**src/rtl/pc_fetch_unit.sv**
```systemverilog
// Program-counter and instruction-fetch sequencer: holds the PC, handshakes
// fetches with instruction memory, and redirects on branch/JAL/JALR.
module pc_fetch_unit #(
  parameter int unsigned      XLEN     = 32,
  parameter logic [XLEN-1:0]  RESET_PC = '0
) (
  input  logic            clk,
  input  logic            reset,
  input  logic            branch_out,
  input  logic            jump,
  input  logic            jalr,
  input  logic [XLEN-1:0] ex_pc,
  input  logic [XLEN-1:0] imm,
  input  logic [XLEN-1:0] rs1_val,
  input  logic            stall,
  output logic            imem_req,
  output logic [XLEN-1:0] imem_addr,
  input  logic            imem_ready,
  output logic            instr_valid,
  output logic [XLEN-1:0] pc_out,
  output logic            flush,
  output logic            misalign_err,
  output logic [XLEN-1:0] err_addr
);

  typedef enum logic [1:0] {
    IDLE,
    FETCH,
    FLUSH,
    HALT
  } state_t;

  state_t          state, state_d;
  logic [XLEN-1:0] pc, pc_d, pc_out_d, err_addr_d;
  logic [XLEN-1:0] jalr_sum, target;
  logic            redirect, instr_valid_d, misalign_d;

  assign jalr_sum = rs1_val + imm;
  assign redirect = jalr | jump | branch_out;

  always_comb begin
    target = ex_pc + imm;
    if (jalr) target = {jalr_sum[XLEN-1:1], 1'b0};
  end

  assign imem_req  = (state == FETCH);
  assign imem_addr = pc;
  assign flush     = (state == FLUSH);

  always_comb begin
    state_d       = state;
    pc_d          = pc;
    pc_out_d      = pc_out;
    instr_valid_d = 1'b0;
    misalign_d    = misalign_err;
    err_addr_d    = err_addr;
    case (state)
      IDLE:  state_d = FETCH;
      FETCH: begin
        // Redirect wins over a completing transfer; the pending fetch is dropped.
        if (redirect) begin
          if (target[1:0] == 2'b00) begin
            pc_d    = target;
            state_d = FLUSH;
          end else begin
            state_d    = HALT;
            misalign_d = 1'b1;
            err_addr_d = target;
          end
        end else if (imem_ready && !stall) begin
          pc_out_d      = pc;
          pc_d          = pc + XLEN'(4);
          instr_valid_d = 1'b1;
        end
      end
      FLUSH:   state_d = FETCH;
      HALT:    state_d = HALT;
      default: state_d = IDLE;
    endcase
  end

  always_ff @(posedge clk or posedge reset) begin
    if (reset) begin
      state        <= IDLE;
      pc           <= RESET_PC;
      pc_out       <= '0;
      instr_valid  <= 1'b0;
      misalign_err <= 1'b0;
      err_addr     <= '0;
    end else begin
      state        <= state_d;
      pc           <= pc_d;
      pc_out       <= pc_out_d;
      instr_valid  <= instr_valid_d;
      misalign_err <= misalign_d;
      err_addr     <= err_addr_d;
    end
  end

endmodule

```
**config.mk**
```make
export PLATFORM = sky130hd
export DESIGN_NAME = pc_fetch_unit
export DESIGN_NICKNAME = d
export VERILOG_FILES = /design/src/rtl/pc_fetch_unit.sv
export SDC_FILE = /design/constraint.sdc
export NUM_CORES = 1
export LEC_CHECK = 0
export ABC_AREA = 1
export CORE_UTILIZATION = 25
export CTS_CLUSTER_SIZE = 28
export DETAILED_ROUTE_END_ITERATION = 10
export PLACE_DENSITY = 0.46
export RECOVER_POWER = 50
export SYNTH_ARGS = -nofsm -noshare
export SYNTH_HDL_FRONTEND = slang
export SYNTH_SLANG_ARGS = --single-unit
```
**constraint.sdc**
```tcl
create_clock -name clk -period 6.9 [get_ports clk]
set_input_delay 1.38 -clock clk [delete_from_list [all_inputs] [get_ports clk]]
set_output_delay 1.38 -clock clk [all_outputs]
set_load 0.02 [all_outputs]
```
After elaboration in Yosys (flattened, before gate mapping)
Index checks and enable logic that the tools add are counted.
- word-level logic and storage cells: 37
- memories: 0
- RAM bits: 0
- ROM bits: 0
- output and inout bits: 100
- input bits: 103
- bits in latches: 0
- flip-flop bits (word level): 100
- magnitude comparators: 0
- $mul: 0
- add/subtract/negate cells: 3
- shifts and indexed selects: 0
- div/mod/pow operators: 0
- mux-type cells: 10
- reductions and logical operators: 9
- eq/ne operators: 5
- bitwise logic cells: 4
- operators by type and width (kind ; count):
    2-to-1 mux 32 bit ; 4
    adder 32 bit ; 2
    adder 32 x 3 -> 32 bit (second input constant) ; 1
    AND reduction 3 bit ; 3
    case mux 2 bit (3 select lines) ; 1
    equality test 2 bit (second input constant) ; 2
    logical NOT 2 bit ; 2
    2-to-1 mux 1 bit ; 4
    inequality test 2 x 1 -> 1 bit (second input constant) ; 2
    equality test 2 x 1 -> 1 bit (second input constant) ; 1
    2-to-1 mux 2 bit ; 1
    inverter 1 bit ; 2
    OR 1 bit ; 2
    nonzero test 2 bit ; 1
    OR reduction 2 bit ; 1
    logical AND 1 bit ; 1
    logical NOT 1 bit ; 1

Logic depth before layout (Yosys ltp)
- depth in word-level cells: 6
- gate-level depth with buffers: 16
- mapped depth without buffers: 16

Worst setup path after synthesis
No wires, ideal clock.
- path kind: input to register
- start point: input port ex_pc[0]
- end point: register pc[2], in the netlist imem_addr[2]
- buffers on the path: 1
- data required time: 6769 ps
- library setup time: 131 ps
- slack: 3744 ps
- cell stages on the path: 11
- data arrival time: 3026 ps
- cell sequence: ha_1 -> fa_1 -> nand2_1 -> nand2_1 -> a21oi_1 -> inv_1 -> nor2_1 -> nor2_4 -> buf_2 -> a21oi_1 -> a22oi_1
- longest elaborated chain between the ends: 5
- elaborated cells on any way between the ends: 7
- those cells by class: add/sub (1); eq/ne (1); mux (3); reduce/logical (2)
- RTL lines (item ; RTL line ; RTL):
    start: declaration ; 12 ; input logic [XLEN-1:0] ex_pc,
    adder 32 bit * ; 42 ; target = ex_pc + imm;
    2-to-1 mux 32 bit * ; 43 ; if (jalr) target = {jalr_sum[XLEN-1:1], 1'b0};
    logical NOT 2 bit ; 62 ; if (target[1:0] == 2'b00) begin
    inequality test 2 x 1 -> 1 bit (no line) ; n/a ;
    AND reduction 3 bit (no line) ; n/a ;
    end signal: assignment ; 92 ; pc <= pc_d;
    end: declaration ; 34 ; logic [XLEN-1:0] pc, pc_d, pc_out_d, err_addr_d;
Every way passes the cells marked *; elsewhere a longest branch is shown, timed or not. The select of a mux whose other input is x is not followed.
A chain may end at the register's enable or synchronous reset.

Final worst setup path
- start point: input port jalr
- end point: register pc[18], in the netlist imem_addr[18]
- longest elaborated chain between the ends: 4
- elaborated cells on any way between the ends: 9
- those cells by class: eq/ne (1); mux (3); bitwise (2); reduce/logical (3)
- RTL lines (item ; RTL line ; RTL):
    start: declaration ; 11 ; input logic jalr,
    OR 1 bit or 2-to-1 mux 32 bit (tied branches) ; 39, 43 ;
    OR 1 bit or logical NOT 2 bit (tied branches) ; 39, 62 ;
    inequality test 2 x 1 -> 1 bit (no line) or nonzero test 2 bit (tied branches) ; n/a ;
    AND reduction 3 bit (no line) ; n/a ;
Parallel ways exist; a longest one is shown, timed or not. The select of a mux whose other input is x is not followed.

==> out/metrics.cfg <==
[status]
status=finished, violations left
failed_checks=capacitance limit, slew limit

[die]
start_util=0.2535
row_count=71
core-area_um2=37580
die_y_um=197.2
io_pins=203
dieArea_um2=38890
die_x_um=197.2

[worst_hold_path]
worstHoldPathCells=1
min_path_type=reg -> reg

[critical_path]
end_kind=flip-flop
cp-start-kind=input pin
rr_worst_depth=11
critPathKind=in -> reg
crit_arrival_ns=5.75
required_ns=7.19
crit_fanout=35

[detailed_routing]
wl_mm=37.68
drtIter0Drc=567
route.detailed.drc=0
dr_total_vias=10550
avgViaCountPerCell=4.549
drt_pre_antenna_iters=5
antenna_left=0
wl_per_cell_um=16.25

[power]
clockPowerShare=0.191
power.total_mw=2.643
p_int_mw=1.444
power_frac_comb=0.467
seqPwrFrac=0.342
irDropWorstVdd_v=0.00009972
p_sw_frac=0.4537
p_leak_nw=6.579
power_density_nw_per_um2=213.9
p_sw_mw=1.199

[logic_synthesis]
synth-edff-count=0
synth_nets=1782
ys_seq_area_frac=0.2627
synth.top_cell.area_share=0.2627
syn_area_um2=9525
synth_top_cell_by_area=dfrtp_1
ys_warn_count=0
syn-instance-count=1615
netlist_top_cells_area=dfrtp_1 26%, nand2_1 24%, inv_1 10%
async_reset_ff_frac=1.000
synthDistinctLibCells=43
synthFlopType=dfrtp_1
ys_ff_latch=100
avgSynthCellArea_um2=5.898

[global_routing]
grt_pass1_vias=10170
grt_max_degree=72
globalRoute.totalOverflow=0
grt_use_total=0.1939
antenna_found_initial=0
grt_first_pass_wirelength_mm=57.63

[layout]
nFillCells=4238
nets=1969
layout-area-overhead-vs-synth_pct=29.69
drive_above_1_share=0.01992
layout.cells.non_filler=2319

[clock_network]
h-tree-depth=3
cts_resized=0
root_buffer=clkbuf_16
cts_tree=built
cts.sinks=100
post_cts_buffers=0
clock_path_buffers=2
holdBufCountCts=0
cts_buffers=9
clk_pin_slew_ns=0.08
clock_latency_ns=0.36

[timing]
finalCritPeriodShare=0.7915
period_needed_ns=5.461
relSlewSlack=-0.2367
clock_skew_ns=0.01803
finalWorstSetupSlack_ns=1.439
fmax_ghz=0.1831
max_slew.worst_pin.slew_ns=1.855
timing.final.max_slew_violations=103
setup_viol=0
rsz0062_at_grt=no
hold_viol_final=0
tns_ns=0

[placed_design]
gp_congestion=0.8980
dp_slack_ns=1.923
io_buffer_count=202
dp_hpwl_mm=31.88
place_inst=2302

[flow_run]
cap_violations=2

metal layers:
metal / share of wire / GRT usage / routed length [µm]
met2: 0.46 / 0.3239 / 17520
met3: 0.032 / 0.01281 / 1218
met5: 0 / 0 / 0
met1: 0.48 / 0.2687 / 18160
met4: 0.021 / 0.05254 / 783
synth_stat cells, drive strengths merged (2+ instances only):
master	instances
ha	62
a22oi	2
nand3b	10
inv	261
nand2	609
nor3	25
xor2	12
nand4	9
nor4	4
o21ai	95
clkbuf	18
xnor2	3
a21o	2
a21oi	80
nor3b	2
o21bai	8
a31oi	11
buf	12
dfrtp	100
and2	5
fa	2
nand3	123
nor2	149
clkinv	2
o22ai	2
path summary, 6_finish.rpt:
| check | startpoint | to | slack, ns |
|---|---|---|---|
| worst max-delay path | jalr | imem_addr[18]$_DFFE_PP0P_ | 1.44 |
| worst min-delay path | misalign_err$_DFFE_PP0P_ | misalign_err$_DFFE_PP0P_ | 0.47 |
| worst max register to register | state[0]$_DFFE_PP0P_ | imem_addr[18]$_DFFE_PP0P_ | 4.11 |
| worst min register to register | misalign_err$_DFFE_PP0P_ | misalign_err$_DFFE_PP0P_ | 0.47 |
| max in group asynchronous | reset | imem_addr[27]$_DFFE_PP0P_ | 2.72 |
| min in group asynchronous | reset | pc_out[9]$_DFFE_PP0P_ | 1.79 |
state kept, by name, summed over array words and instances (netlist names):
name and cells:
pc_out 32, imem_addr 32, misalign_err 1, err_addr 32, instr_valid 1, state 2
per-stage QoR:
stage | utilization | cell area [µm²] | hold slack (ns)
global route | 0.3287 | 12350 | 0.5038
global placement | 0.3214 | 12080 | 0.4540
detailed placement | 0.3214 | 12080 | 0.4603
floorplan | - | 9525 | 0.5092
finish | 0.3287 | 12350 | 0.4678
CTS | 0.3289 | 12360 | 0.4780
power groups by stage:
stage          sequential (mW)  combinational, mW  clock, mW
6_report                 0.903               1.24      0.504
5_1_grt                  0.920               1.37      0.536
4_1_cts                  0.908               1.29      0.513
3_5_place_dp             0.920               1.29          0
3_3_place_gp             0.920               1.28          0
2_1_floorplan             1.01              0.546          0
worst max-delay path, stage by stage:
cell	delay, ns
clkdlybuf4s50_1	0.39
buf_4	0.26
nor3_4	0.21
clkbuf_1	1.15
inv_2	0.69
nor4_4	0.53
nor2_4	0.23
clkinv_2	0.41
o21ai_0	0.16
o21bai_1	0.19
nand2_1	0.10
layout make-up:
class,count,area (µm²),share of cell area
Antenna cell,1,2.502,0.0002026
Clock buffer,9,225.2,0.01823
Clock inverter,7,53.80,0.004355
Inverter,263,989.7,0.08012
Multi-Input combinational cell,1222,5894,0.4772
Sequential cell,100,2502,0.2026
Tap cell,511,639.4,0.05176
Timing Repair Buffer,206,2046,0.1656
placed cells by master, fill, tap and decap left out, drive strengths merged:
master / instances
nor2: 149
diode: 1
fa: 2
dfrtp: 100
inv: 265
o211ai: 1
o22ai: 2
or2: 1
clkinv: 4
nor4: 4
nand3: 123
a31oi: 11
xnor2: 3
and2: 5
dlygate4sd3: 92
mux2i: 1
o31ai: 1
and3: 1
a21boi: 1
o21bai: 8
a32o: 1
ha: 62
nor3b: 2
a21oi: 80
o21ai: 95
a21o: 2
buf: 2
a22oi: 2
clkbuf: 11
nand2: 609
clkdlybuf4s50: 110
nand4: 9
nand3b: 10
clkinvlp: 1
nor3: 25
xor2: 12
cell families after synthesis:
logic type | count (synthesis) | share of synthesized area
multiplexers | 1 | 0.001051
XOR/XNOR | 15 | 0.01379
adder cells (fa/ha/maj) | 64 | 0.08564
AND/OR/NAND/NOR | 938 | 0.4047
AO/OA/AOI/OAI | 204 | 0.1134
buffers and inverters | 293 | 0.1187
flip-flops | 100 | 0.2627
Note: power is estimated with default switching activity, not from simulation.
